## src/rtl/ddr2_test_pkg.sv

```systemverilog
// Shared definitions for the DDR2 sweep tester: FSM encodings, pattern
// mode codes and the Galois LFSR tap masks.
package ddr2_test_pkg;

    typedef logic [2:0] state_t;

    localparam logic [2:0] S_IDLE    = 3'd0;
    localparam logic [2:0] S_WR      = 3'd1;
    localparam logic [2:0] S_RD_REQ  = 3'd2;
    localparam logic [2:0] S_RD_WAIT = 3'd3;
    localparam logic [2:0] S_RD_ACK  = 3'd4;
    localparam logic [2:0] S_DONE    = 3'd5;

    localparam logic [1:0] MODE_CONST = 2'b00;
    localparam logic [1:0] MODE_INCR  = 2'b01;
    localparam logic [1:0] MODE_LFSR  = 2'b10;
    localparam logic [1:0] MODE_WALK  = 2'b11;

    // Right-shifting Galois tap mask: bit k set for each x^(k+1) term.
    // Only 8/16/32 have polynomials here; other widths fall back to the 8-bit one.
    function automatic logic [31:0] lfsr_taps(input int width);
        case (width)
            16:      return 32'h0000_B400;  // x^16+x^14+x^13+x^11+1
            32:      return 32'h8020_0003;  // x^32+x^22+x^2+x+1
            default: return 32'h0000_00B8;  // x^8+x^6+x^5+x^4+1
        endcase
    endfunction

endpackage

```

## src/rtl/mem_pattern_gen.sv

```systemverilog
// Pattern generator shared by the write and read passes. 'pattern' is the
// word for the current index; load restarts the sequence, advance steps it.
module mem_pattern_gen
    import ddr2_test_pkg::*;
#(
    parameter int DATA_W = 8
) (
    input  logic              systemCLK,
    input  logic              reset,
    input  logic              load,
    input  logic              advance,
    input  logic [1:0]        mode,
    input  logic [DATA_W-1:0] seed,
    output logic [DATA_W-1:0] pattern,
    output logic [DATA_W-1:0] pattern_first,
    output logic [DATA_W-1:0] pattern_step
);

    localparam logic [31:0]       TAPS_FULL = lfsr_taps(DATA_W);
    localparam logic [DATA_W-1:0] TAPS      = TAPS_FULL[DATA_W-1:0];

    // Word 0 of the sequence for the given mode and seed (seed 0 would lock the LFSR).
    always_comb begin
        pattern_first = seed;
        case (mode)
            MODE_LFSR: pattern_first = (seed == '0) ? DATA_W'(1) : seed;
            MODE_WALK: pattern_first = DATA_W'(1);
            default:   pattern_first = seed;
        endcase
    end

    // Word i+1 derived from word i.
    always_comb begin
        pattern_step = pattern;
        case (mode)
            MODE_INCR: pattern_step = pattern + 1'b1;
            MODE_LFSR: pattern_step = (pattern >> 1) ^ (pattern[0] ? TAPS : '0);
            MODE_WALK: pattern_step = {pattern[DATA_W-2:0], pattern[DATA_W-1]};
            default:   pattern_step = pattern;
        endcase
    end

    // Current-word register.
    always_ff @(posedge systemCLK) begin
        if (reset) begin
            pattern <= '0;
        end else if (load) begin
            pattern <= pattern_first;
        end else if (advance) begin
            pattern <= pattern_step;
        end
    end

endmodule

```

## src/rtl/ddr2_mem_sweep_tester.sv

```systemverilog
// DDR2 sweep tester: writes a generated pattern over [base, base+length),
// reads it back, and reports pass / error count / first failing address.
//
// Handshake with the RAM wrapper: ram_rdy is the ready. Every FSM step,
// and therefore every command strobe, is taken only on an edge where
// ram_rdy is high; each strobe is a registered one-cycle pulse that is
// high exactly while the FSM sits in the state that issued it. While
// ram_rdy is low all state holds and no new strobe is raised. Read data
// is valid while ram_rd_data_pres is high and is released by ram_read_ack.
module ddr2_mem_sweep_tester
    import ddr2_test_pkg::*;
#(
    parameter int DATA_W  = 8,
    parameter int ADDR_W  = 26,
    parameter int LEN_W   = 16,
    parameter int ERR_W   = 16,
    parameter int TIMEOUT = 1023
) (
    input  logic              systemCLK,
    input  logic              reset,
    input  logic              start,
    input  logic [1:0]        mode,
    input  logic [ADDR_W-1:0] base_addr,
    input  logic [LEN_W-1:0]  length,
    input  logic [DATA_W-1:0] seed,
    output logic              busy,
    output logic              done,
    output logic              pass,
    output logic              timeout,
    output logic [ERR_W-1:0]  err_count,
    output logic [ADDR_W-1:0] first_err_addr,
    output logic [ADDR_W-1:0] ram_address,
    output logic [DATA_W-1:0] ram_data_in,
    output logic              ram_write_enable,
    output logic              ram_read_request,
    output logic              ram_read_ack,
    input  logic [DATA_W-1:0] ram_data_out,
    input  logic              ram_rdy,
    input  logic              ram_rd_data_pres,
    output logic [2:0]        dbg_state
);

    localparam int WAIT_W = $clog2(TIMEOUT + 1);

    state_t            state;
    logic [1:0]        mode_q;
    logic [ADDR_W-1:0] base_q;
    logic [LEN_W-1:0]  len_q;
    logic [DATA_W-1:0] seed_q;
    logic [LEN_W-1:0]  index;
    logic [WAIT_W-1:0] wait_cnt;
    logic              mismatch_q;

    logic              gen_load;
    logic              gen_advance;
    logic [1:0]        gen_mode;
    logic [DATA_W-1:0] gen_seed;
    logic [DATA_W-1:0] pat;
    logic [DATA_W-1:0] pat_first;
    logic [DATA_W-1:0] pat_step;

    logic [LEN_W-1:0]  next_index;
    logic [ADDR_W-1:0] next_addr;
    logic              last_word;

    assign next_index = index + 1'b1;
    assign next_addr  = base_q + ADDR_W'(next_index);
    assign last_word  = (index == len_q - 1'b1);
    assign dbg_state  = state;

    mem_pattern_gen #(
        .DATA_W (DATA_W)
    ) u_gen (
        .systemCLK     (systemCLK),
        .reset         (reset),
        .load          (gen_load),
        .advance       (gen_advance),
        .mode          (gen_mode),
        .seed          (gen_seed),
        .pattern       (pat),
        .pattern_first (pat_first),
        .pattern_step  (pat_step)
    );

    // Generator control: load from the live inputs on start, reload from the
    // latched copy between passes, step once per word in each pass.
    always_comb begin
        gen_load    = 1'b0;
        gen_advance = 1'b0;
        gen_mode    = mode_q;
        gen_seed    = seed_q;
        if (state == S_IDLE) begin
            gen_mode = mode;
            gen_seed = seed;
        end
        if (ram_rdy) begin
            case (state)
                S_IDLE:   gen_load = start;
                S_WR: begin
                    gen_load    = last_word;
                    gen_advance = !last_word;
                end
                S_RD_ACK: gen_advance = 1'b1;
                default: ;
            endcase
        end
    end

    // Sweep FSM, command strobes and result registers.
    always_ff @(posedge systemCLK) begin
        if (reset) begin
            state            <= S_IDLE;
            mode_q           <= '0;
            base_q           <= '0;
            len_q            <= '0;
            seed_q           <= '0;
            index            <= '0;
            wait_cnt         <= '0;
            mismatch_q       <= 1'b0;
            busy             <= 1'b0;
            done             <= 1'b0;
            pass             <= 1'b0;
            timeout          <= 1'b0;
            err_count        <= '0;
            first_err_addr   <= '0;
            ram_address      <= '0;
            ram_data_in      <= '0;
            ram_write_enable <= 1'b0;
            ram_read_request <= 1'b0;
            ram_read_ack     <= 1'b0;
        end else begin
            ram_write_enable <= 1'b0;
            ram_read_request <= 1'b0;
            ram_read_ack     <= 1'b0;
            done             <= 1'b0;
            case (state)
                S_IDLE: begin
                    if (ram_rdy && start) begin
                        mode_q         <= mode;
                        base_q         <= base_addr;
                        len_q          <= length;
                        seed_q         <= seed;
                        index          <= '0;
                        err_count      <= '0;
                        first_err_addr <= '0;
                        timeout        <= 1'b0;
                        pass           <= 1'b0;
                        busy           <= 1'b1;
                        if (length == '0) begin
                            state <= S_DONE;
                        end else begin
                            state            <= S_WR;
                            ram_write_enable <= 1'b1;
                            ram_address      <= base_addr;
                            ram_data_in      <= pat_first;
                        end
                    end
                end
                S_WR: begin
                    if (ram_rdy) begin
                        if (last_word) begin
                            index            <= '0;
                            state            <= S_RD_REQ;
                            ram_read_request <= 1'b1;
                            ram_address      <= base_q;
                        end else begin
                            index            <= next_index;
                            ram_write_enable <= 1'b1;
                            ram_address      <= next_addr;
                            ram_data_in      <= pat_step;
                        end
                    end
                end
                S_RD_REQ: begin
                    if (ram_rdy) begin
                        state    <= S_RD_WAIT;
                        wait_cnt <= '0;
                    end
                end
                S_RD_WAIT: begin
                    // The wait counter runs every cycle so a stalled wrapper still aborts.
                    if (ram_rdy && ram_rd_data_pres) begin
                        mismatch_q   <= (ram_data_out != pat);
                        state        <= S_RD_ACK;
                        ram_read_ack <= 1'b1;
                    end else if (wait_cnt == WAIT_W'(TIMEOUT - 1)) begin
                        timeout <= 1'b1;
                        state   <= S_DONE;
                    end else begin
                        wait_cnt <= wait_cnt + 1'b1;
                    end
                end
                S_RD_ACK: begin
                    if (ram_rdy) begin
                        if (mismatch_q) begin
                            if (err_count == '0) begin
                                first_err_addr <= ram_address;
                            end
                            if (err_count != '1) begin
                                err_count <= err_count + 1'b1;
                            end
                        end
                        if (last_word) begin
                            state <= S_DONE;
                        end else begin
                            index            <= next_index;
                            state            <= S_RD_REQ;
                            ram_read_request <= 1'b1;
                            ram_address      <= next_addr;
                        end
                    end
                end
                S_DONE: begin
                    if (ram_rdy) begin
                        done  <= 1'b1;
                        busy  <= 1'b0;
                        pass  <= (err_count == '0) && !timeout;
                        state <= S_IDLE;
                    end
                end
                default: state <= S_IDLE;
            endcase
        end
    end

endmodule

```

## config.mk

```make
export PLATFORM = sky130hd
export DESIGN_NAME = ddr2_mem_sweep_tester
export DESIGN_NICKNAME = d
export VERILOG_FILES = /design/src/rtl/ddr2_test_pkg.sv /design/src/rtl/mem_pattern_gen.sv /design/src/rtl/ddr2_mem_sweep_tester.sv
export SDC_FILE = /design/constraint.sdc
export NUM_CORES = 1
export LEC_CHECK = 0
export BUFFER_PORTS_ARGS = -buffer_cell sky130_fd_sc_hd__buf_2
export CAP_MARGIN = 25
export CORE_UTILIZATION = 48
export CTS_CLUSTER_SIZE = 24
export DETAILED_ROUTE_END_ITERATION = 7
export MAX_ROUTING_LAYER = met4
export PLACE_DENSITY = 0.69
export SKIP_LAST_GASP = 1
export SYNTH_ARGS = -nofsm -noshare
export SYNTH_HDL_FRONTEND = slang
export SYNTH_SLANG_ARGS = --single-unit
```

## constraint.sdc

```tcl
create_clock -name systemCLK -period 4.8 [get_ports systemCLK]
set_input_delay 0.72 -clock systemCLK [delete_from_list [all_inputs] [get_ports systemCLK]]
set_output_delay 0.72 -clock systemCLK [all_outputs]
set_load 0.02 [all_outputs]
```

== Word level (Yosys, flattened, before mapping) ==
Index checks and enable logic that the tools add are counted.
Word-level totals
  input port bits: 65
  word-level logic and storage cells: 159
  output and inout port bits: 86
  register bits: 173
Cells by class
  reduce and logical (&&, ||, !) cells: 29
  multiplexer cells: 73
  bitwise logic cells: 3
  equal/unequal tests: 28
  add/subtract/negate cells: 6
Operator list (count)
  2-to-1 mux 26 bit: 10
  2-to-1 mux 16 bit: 8
  one-hot mux 26 bit (3 select lines): 1
  2-to-1 mux 8 bit: 9
  one-hot mux 26 bit (2 select lines): 1
  one-hot mux 16 bit (3 select lines): 1
  adder 16 x 1 -> 16 bit, second input constant: 2
  zero test 16 bit: 2
  one-hot mux 16 bit (2 select lines): 1
  one-hot mux 8 bit (2 select lines): 2
  2-to-1 mux 10 bit: 3
  2-to-1 mux 3 bit: 10
  inequality test 2 bit, second input constant: 14
  adder 26 x 16 -> 26 bit: 1
  one-hot mux 8 bit (3 select lines): 1
  one-hot mux 10 bit (2 select lines): 1
  AND reduction 5 bit: 4
  one-hot mux 3 bit (6 select lines): 1
  == test 16 bit: 1
  2-to-1 mux 1 bit: 16
  inequality test 16 bit, second input constant: 1
  subtractor 16 x 1 -> 16 bit, second input constant: 1
  one-hot mux 1 bit (2 select lines): 7
  nonzero test 2 bit: 6
  other kinds (25): 35

== Depth between registers and ports, before layout ==
Gate-level depths: netlist (run 1).
  word-level depth: 8
  depth in mapped cells: 16
  mapped depth without buffers: 15

== By module ==
Synthesis (run 1) repeated with hierarchy kept, for this count alone.
Second synthesis, totals
  cells, all modules: 1290
  area total of the unflattened synthesis: 9919.5 µm²
By module, submodules not included
  ddr2_mem_sweep_tester: times used 1, area an instance 9023.7 µm², cells an instance 1170
  mem_pattern_gen: times used 1, area an instance 895.9 µm², cells an instance 120

== Least setup slack after synthesis (run 1) ==
OpenSTA, ideal clock, no wires.
  kind: register -> register
  start point: reg index[2]
  end point: reg ram_address[18]
  stages on the path, launching flop included: 15
  arrival time: 3.643 ns
  library setup time: 0.095 ns
  clock period less this slack: 3.739 ns
  path buffers: 1
  slack: 1.061 ns
  cells stage by stage: dfxtp_1 and3_1 and3_1 and3_1 clkbuf_1 nand3_1 xnor2_1 ha_1 a21o_1 a2111oi_0 nor2_1 a311oi_1 nor3_1 xnor2_1 o311ai_1
Between the ends
  word-level cells in the longest chain between the ends: 5
RTL lines
  from (decl): line ddr2_mem_sweep_tester.sv:50  | logic [LEN_W-1:0] index;
  from (signal assigned): line ddr2_mem_sweep_tester.sv:167  | index <= next_index;
  from (signal assigned): line ddr2_mem_sweep_tester.sv:206  | index <= next_index;
  adder 16 x 1 -> 16 bit: line ddr2_mem_sweep_tester.sv:66  | assign next_index = index + 1'b1;
  adder 26 x 16 -> 26 bit: line ddr2_mem_sweep_tester.sv:67  | assign next_addr = base_q + ADDR_W'(next_index);
  2-to-1 mux 26 bit (on tied branches): line ddr2_mem_sweep_tester.sv:203, ddr2_mem_sweep_tester.sv:161
  2-to-1 mux 26 bit (on tied branches): line ddr2_mem_sweep_tester.sv:194, ddr2_mem_sweep_tester.sv:160
  one-hot mux 26 bit (3 select lines): line ddr2_mem_sweep_tester.sv:136  | case (state)
  to (signal assigned): line ddr2_mem_sweep_tester.sv:154  | ram_address <= base_addr;
  to (signal assigned): line ddr2_mem_sweep_tester.sv:165  | ram_address <= base_q;
  to (signal assigned): line ddr2_mem_sweep_tester.sv:209  | ram_address <= next_addr;
  to (decl): line ddr2_mem_sweep_tester.sv:32  | output logic [ADDR_W-1:0] ram_address,
Several ways; a longest one is shown, not always the timed one. The select of a mux whose other input is x is not followed.
A chain may end at the register's enable or synchronous reset.

== Final worst setup path (run 1) ==
Ends and elaborated chain as after synthesis.

==> results.toml, run 1 <==
[layout]
drive_above_1_share_pct = 16.4
areaGrowthSynthToFinish_pct = 15.3
final_util_pct = 56.8
antenna_cells = 0
nets = 1433

[pwr]
p_int_mw = 2.38
netSwitchingPower_mw = 1.08
leakagePower_nw = 4.52
peakVddDrop_mv = 0.254
pwr-share-seq_pct = 45.1
clkPwrFrac_pct = 39.7
power.total_mw = 3.46
switching_share_pct = 31.2
cellPowerDensity_mw_per_mm2 = 310
combPwrFrac_pct = 15.2

[timing]
hold_violations = 0
rsz0062_at_grt = "false"
slew_headroom_pct = 38.6
finalSetupViolCount = 0
period_share_pct = 84.7
fin_crit_ns = 4.07
max_freq_mhz = 246
finalSetupTns_ns = 0
holdWs_ns = 0.447
skew_ns = 0.0105
slew_viol_final = 0
tightest_slew_ns = 0.921

[drt]
num_vias = 9393
dr.pass1.iters = 6
via_per_inst = 5.81
drtAntennaViolNets = 0
drtIter0Drc = 693
wl_per_cell_um = 16.1
drt-total-wl_mm = 26.0
drc_errors = 0

[floorplan]
start_util_pct = 49.3
chipHeight_um = 144
io_pins = 151
row_count = 51
die_area_mm2 = 0.0207
die_w_um = 144
fp.coreArea_mm2 = 0.0196

[setup_path]
cp_slowest_cell = "a2111oi_0"
critPathTopFamily = "compound AO/OA/AOI/OAI gates"
worstPathCellList = "and3_1 > and3_1 > and3_1 > nand3_1 > xnor2_1 > ha_1 > a21o_1 > a2111oi_0 > nor2_1 > a311oi_1 > buf_4 > nor3_1 > xnor2_1 > o311ai_1"
slowest_delay_ns = 0.63
required_ns = 5.14
critPathCaptureType = "flip-flop"
arrival_ns = 4.41
crit_top_cell = "and3_1"
critPathKind = "flip-flop to flip-flop"
crit_buf_inv = 1
start_kind = "flip-flop"
crit_fanout = 8

[outcome]
status = "completed"

[placed_design]
dp_hpwl_mm = 18.2
io_buffer_count = 150
gp_congestion = 0.909

[yosys]
synth-seq-cells = 173
yosysWarningCount = 0
yosysSeqAreaShare_pct = 35.9
synth_cell_types = 76
ys_async_sr_fraction_pct = 0
synth-edff-count = 0
syn_nets = 1327
avgSynthCellArea_um2 = 7.83
syn-instance-count = 1233
synth_ff_type = "dfxtp_1"
syn_area_mm2 = 0.00965

[clock_tree]
ctsHoldBuffers = 0
postCtsSetupBuffers = 0
cts_tree = "yes"
clockBufferDepth = 2
htree_levels = 4
cts_resized = 0
cts_buffers = 17
cts-root-buf = "clkbuf_16"
clk_pin_slew_ns = 0.07
cts_sinks = 173
clk_latency_ns = 0.44

[hold_path]
hp-class = "flip-flop to flip-flop"

[global_route]
grtUsageTotal_pct = 26.1
grt-ovfl-total = 0
antenna_found_initial = 0
grt_max_degree = 84
grt_pass1_wl_mm = 41.7
grt_pass1_vias = 8196

[job]
drv_cap = 0
[synth_stat cells, drive strengths merged, types with 15 or more instances]
cell type  instances  area, um2
a22oi             15        113
xnor2             47        412
nand2            215        807
nand4             15       93.8
xor2              31        272
nor2              99        374
nor4              19        200
or3               16        100
a21o              15        113
inv               22       82.6
a311oi            19        173
ha                28        350
nor3              34        175
and3              26        163
a21oi            134        671
a211oi            19        143
nand3             59        295
o21ai             43        215
clkbuf            67        251
dfxtp            173       3460
[final cells by class]
type | instances | area (um2)
Clock buffer | 17 | 425
Clock inverter | 15 | 146
Fill cell | 1889 | 8450
Inverter | 23 | 86.3
Multi-Input combinational cell | 959 | 5810
Sequential cell | 173 | 3460
Tap cell | 265 | 332
Timing Repair Buffer | 165 | 877
[state kept, by name, indices dropped and copies added (netlist names)]
signal and flops:
ram_address 26, busy 1, err_count 16, seed_q 8, len_q 16, mismatch_q 1
base_q 26, wait_cnt 10, timeout 1, ram_data_in 8, ram_read_request 1, ram_write_enable 1
index 16, first_err_addr 26, pass 1, u_gen.pattern 8, mode_q 2, ram_read_ack 1
dbg_state 3, done 1
[per-layer routing]
metal	track usage, %	vias up	wire (um)
met2	39.3	285	11600
met3	3.97	29	1400
li1	-	4686	-
met5	-	-	0
met1	36.1	4393	12700
met4	7.11	0	301
[cells in the final DEF, fill, tap and decap left out, types with 6 or more instances in the layout]
| cell | netlist | layout |
|---|---|---|
| nand2_1 | 215 | 215 |
| dfxtp_1 | 173 | 173 |
| buf_2 | 7 | 149 |
| a21oi_1 | 134 | 133 |
| nor2_1 | 98 | 96 |
| nand3_1 | 59 | 58 |
| xnor2_1 | 47 | 47 |
| xor2_1 | 31 | 31 |
| nor3_1 | 33 | 31 |
| ha_1 | 28 | 28 |
| o21ai_0 | 27 | 27 |
| and3_1 | 26 | 26 |
| inv_1 | 22 | 22 |
| a211oi_1 | 19 | 19 |
| a311oi_1 | 18 | 18 |
| clkbuf_16 | 0 | 17 |
| or3_1 | 16 | 16 |
| o21ai_1 | 16 | 16 |
| nand4_1 | 15 | 15 |
| a21o_1 | 15 | 15 |
| a22oi_1 | 15 | 15 |
| buf_4 | 1 | 14 |
| nor4_1 | 13 | 13 |
| nand3b_1 | 10 | 10 |
| o211ai_1 | 9 | 9 |
| a222oi_1 | 9 | 9 |
| mux2i_1 | 8 | 8 |
| a31oi_1 | 6 | 6 |
[power by group through the flow]
stage	registers (mW)	logic, mW	clock network [mW]
3_3_place_gp	1.59	0.512	0
2_1_floorplan	1.60	0.352	0
5_1_grt	1.57	0.581	1.45
6_report	1.56	0.526	1.37
3_5_place_dp	1.59	0.522	0
4_1_cts	1.56	0.525	1.39
[kinds of logic after synthesis]
kind of cell	Yosys count	synth area share (%)
simple gates	519	25.7
compound gates	320	21.8
flops	173	35.9
buf+inv	101	4.29
xor+xnor	78	7.08
fa+ha+maj	29	3.84
mux	13	1.41
[stage by stage]
step	cells	cell area, um2	setup WS [ns]
floorplan	1233	9650	1.06
global placement	1583	10500	0.912
detailed placement	1585	10600	0.800
CTS	1617	11100	0.773
global route	1617	11100	0.325
finish	1617	11100	0.735
[tightest hold or removal path: stages (launching register included)]
cell and delay (ns):
dfxtp_1 0.31, nand2_1 0.05, a21oi_1 0.05
[worst paths after layout]
kind                                   start  slack (ns)                         endpoint  cells past startpoint
max                    index[2]$_SDFFE_PP0P_        0.73     ram_address[18]$_SDFFE_PP0P_                     14
max reg2reg            index[2]$_SDFFE_PP0P_        0.73     ram_address[18]$_SDFFE_PP0P_                     14
min reg2reg  first_err_addr[18]$_SDFFE_PP0P_        0.45  first_err_addr[18]$_SDFFE_PP0P_                      2
min          first_err_addr[18]$_SDFFE_PP0P_        0.45  first_err_addr[18]$_SDFFE_PP0P_                      2
Power figures use the tool's default switching activity.
==> run 2, diff against run 1 <==
Clock period 4.8 ns to 3.8 ns, I/O delays scaled along.
==> results.toml, run 2 (synthesis results as in run 1) <==
[timing]
skew_ns = 0.00895
slew_headroom_pct = 33.5
finalSetupTns_ns = 0
slew_viol_final = 0
period_share_pct = 94.3
hold_violations = 0
timing.final.ws_setup_ns = 0.217
fin_crit_ns = 3.58
tightest_slew_ns = 0.991
finalSetupViolCount = 0
rsz0062_at_grt = "true"
max_freq_mhz = 279

[clock_tree]
cts-root-buf = "clkbuf_16"
clk_pin_slew_ns = 0.07
clk_latency_ns = 0.43
clockBufferDepth = 2
ctsHoldBuffers = 0
htree_levels = 4
cts_buffers = 17
cts_sinks = 173
cts_tree = "yes"

[layout]
drive_above_1_share_pct = 18.7
multi_input_area_mm2 = 0.00586
nFillCells = 1887
most-common-layout-cells = "nand2_1, dfxtp_1, buf_2, a21oi_1, nor2_1"
fin_cells = 1643
reg_top3 = "base_q (26), first_err_addr (26), ram_address (26)"
final_common_cell = "nand2_1"
ff_latch_area_mm2 = 0.00346
nets = 1458
areaGrowthSynthToFinish_pct = 18.0

[setup_path]
reg2reg_depth = 14
critPathKind = "flip-flop to flip-flop"
critPathCaptureType = "flip-flop"
r2r_start = "index[1]$_SDFFE_PP0P_"
r2r_end = "ram_address[22]$_SDFFE_PP0P_"
crit_fanout = 5
required_ns = 4.14
arrival_ns = 3.92
r2r_slack_ns = 0.22
start_kind = "flip-flop"

[global_route]
grt_max_degree = 71
grt_pass1_wl_mm = 43.2
antenna_found_initial = 0
grtUsageTotal_pct = 26.8
grt_pass1_vias = 8580
grt-ovfl-total = 0

[job]
drv_cap = 0

[placed_design]
numPlacedInstances = 1609
io_buffer_count = 150
dp_hpwl_mm = 18.9
gp_congestion = 0.900
dp_slack_ns = 0.0512

[outcome]
status = "completed"

[drt]
num_vias = 9510
via_per_inst = 5.79
drc_errors = 0
drt-total-wl_mm = 26.8
wl_per_cell_um = 16.3
dr.pass1.iters = 5
drtAntennaViolNets = 0
drtIter0Drc = 600

[floorplan]
die_w_um = 144
row_count = 51
io_pins = 151
start_util_pct = 49.3
chipHeight_um = 144
fp.coreArea_mm2 = 0.0196
die_area_mm2 = 0.0207

[pwr]
leakagePower_nw = 4.66
peakVddDrop_mv = 0.333
cellPowerDensity_mw_per_mm2 = 385

[hold_path]
hp-class = "input port to flip-flop"
min_to = "base_q[6]$_SDFFE_PP0P_"
holdCritStartpoint = "base_addr[6]"
min_path_cells = 3
run 2: cell count changes in the layout (fill, tap and decap cells not counted), sizes merged:
cell / before / now
clkinv: 6 / 5
buf: 165 / 190
diode: 0 / 1
clkbuf: 17 / 18
run 2: through the flow:
step / area [um2] / hold slack [ns] / power, mW / utilization [%]
final: 11400 / 0.378 / 4.38 / 58.2
after global routing: 11400 / 0.382 / 4.57 / 58.2
after CTS: 11300 / 0.369 / 4.40 / 57.8
after detailed placement: 10800 / 0.440 / 2.68 / 54.9
after global placement: 10700 / 0.434 / 2.67 / 54.8
after floorplan: 9650 / 0.437 / 2.46 / -
run 2: cell type report:
class,instances,area share [%]
Antenna cell,1,0.0220
Inverter,23,0.758
Multi-Input combinational cell,959,51.4
Sequential cell,173,30.4
Timing Repair Buffer,190,9.42
Clock inverter,14,1.22
Tap cell,265,2.91
Clock buffer,18,3.85
run 2: worst max-delay path by stage:
stage	from	to	slack, ns	cells after the start
final	index[1]$_SDFFE_PP0P_	ram_address[22]$_SDFFE_PP0P_	0.22	14
after global routing	index[1]$_SDFFE_PP0P_	ram_address[24]$_SDFFE_PP0P_	-0.04	14
after CTS	index[0]$_SDFFE_PP0P_	ram_address[24]$_SDFFE_PP0P_	0.03	15
after detailed placement	index[0]$_SDFFE_PP0P_	ram_address[24]$_SDFFE_PP0P_	0.05	15
after global placement	index[0]$_SDFFE_PP0P_	ram_address[24]$_SDFFE_PP0P_	0.11	15
after floorplan	index[2]$_SDFFE_PP0P_	ram_address[18]$_SDFFE_PP0P_	0.06	14
run 2: critical path, stage by stage (launching register included):
cell and delay, ns:
dfxtp_1 0.39, and3_1 0.19, and3_1 0.17, and3_1 0.23
xor2_1 0.23, ha_1 0.29, a21oi_1 0.29, o211ai_1 0.20
a2111oi_1 0.41, buf_4 0.19, nor2_2 0.05, a311oi_2 0.33
buf_4 0.20, o311ai_0 0.11, a311oi_1 0.22
run 2: timing repair:
action | 4_1_cts | 5_1_grt
setup buffers | 0 | 1
resized for setup | 0 | 12
endpoints found under the setup margin | 0 | 12
run 2: power breakdown:
group / leakage, nW / internal, mW / total (mW) / switching, mW
Sequential: 1.41 / 1.88 / 1.97 / 0.0846
Clock: 0.285 / 0.894 / 1.73 / 0.837
Combinational: 2.97 / 0.255 / 0.685 / 0.430
Total: 4.66 / 3.03 / 4.38 / 1.35
run 2: per-layer routing:
metal	track usage, %	part of all wire, %
met1	37.5	49
met3	3.43	5.7
met5	-	0
met2	40.6	44
met4	7.00	1.0
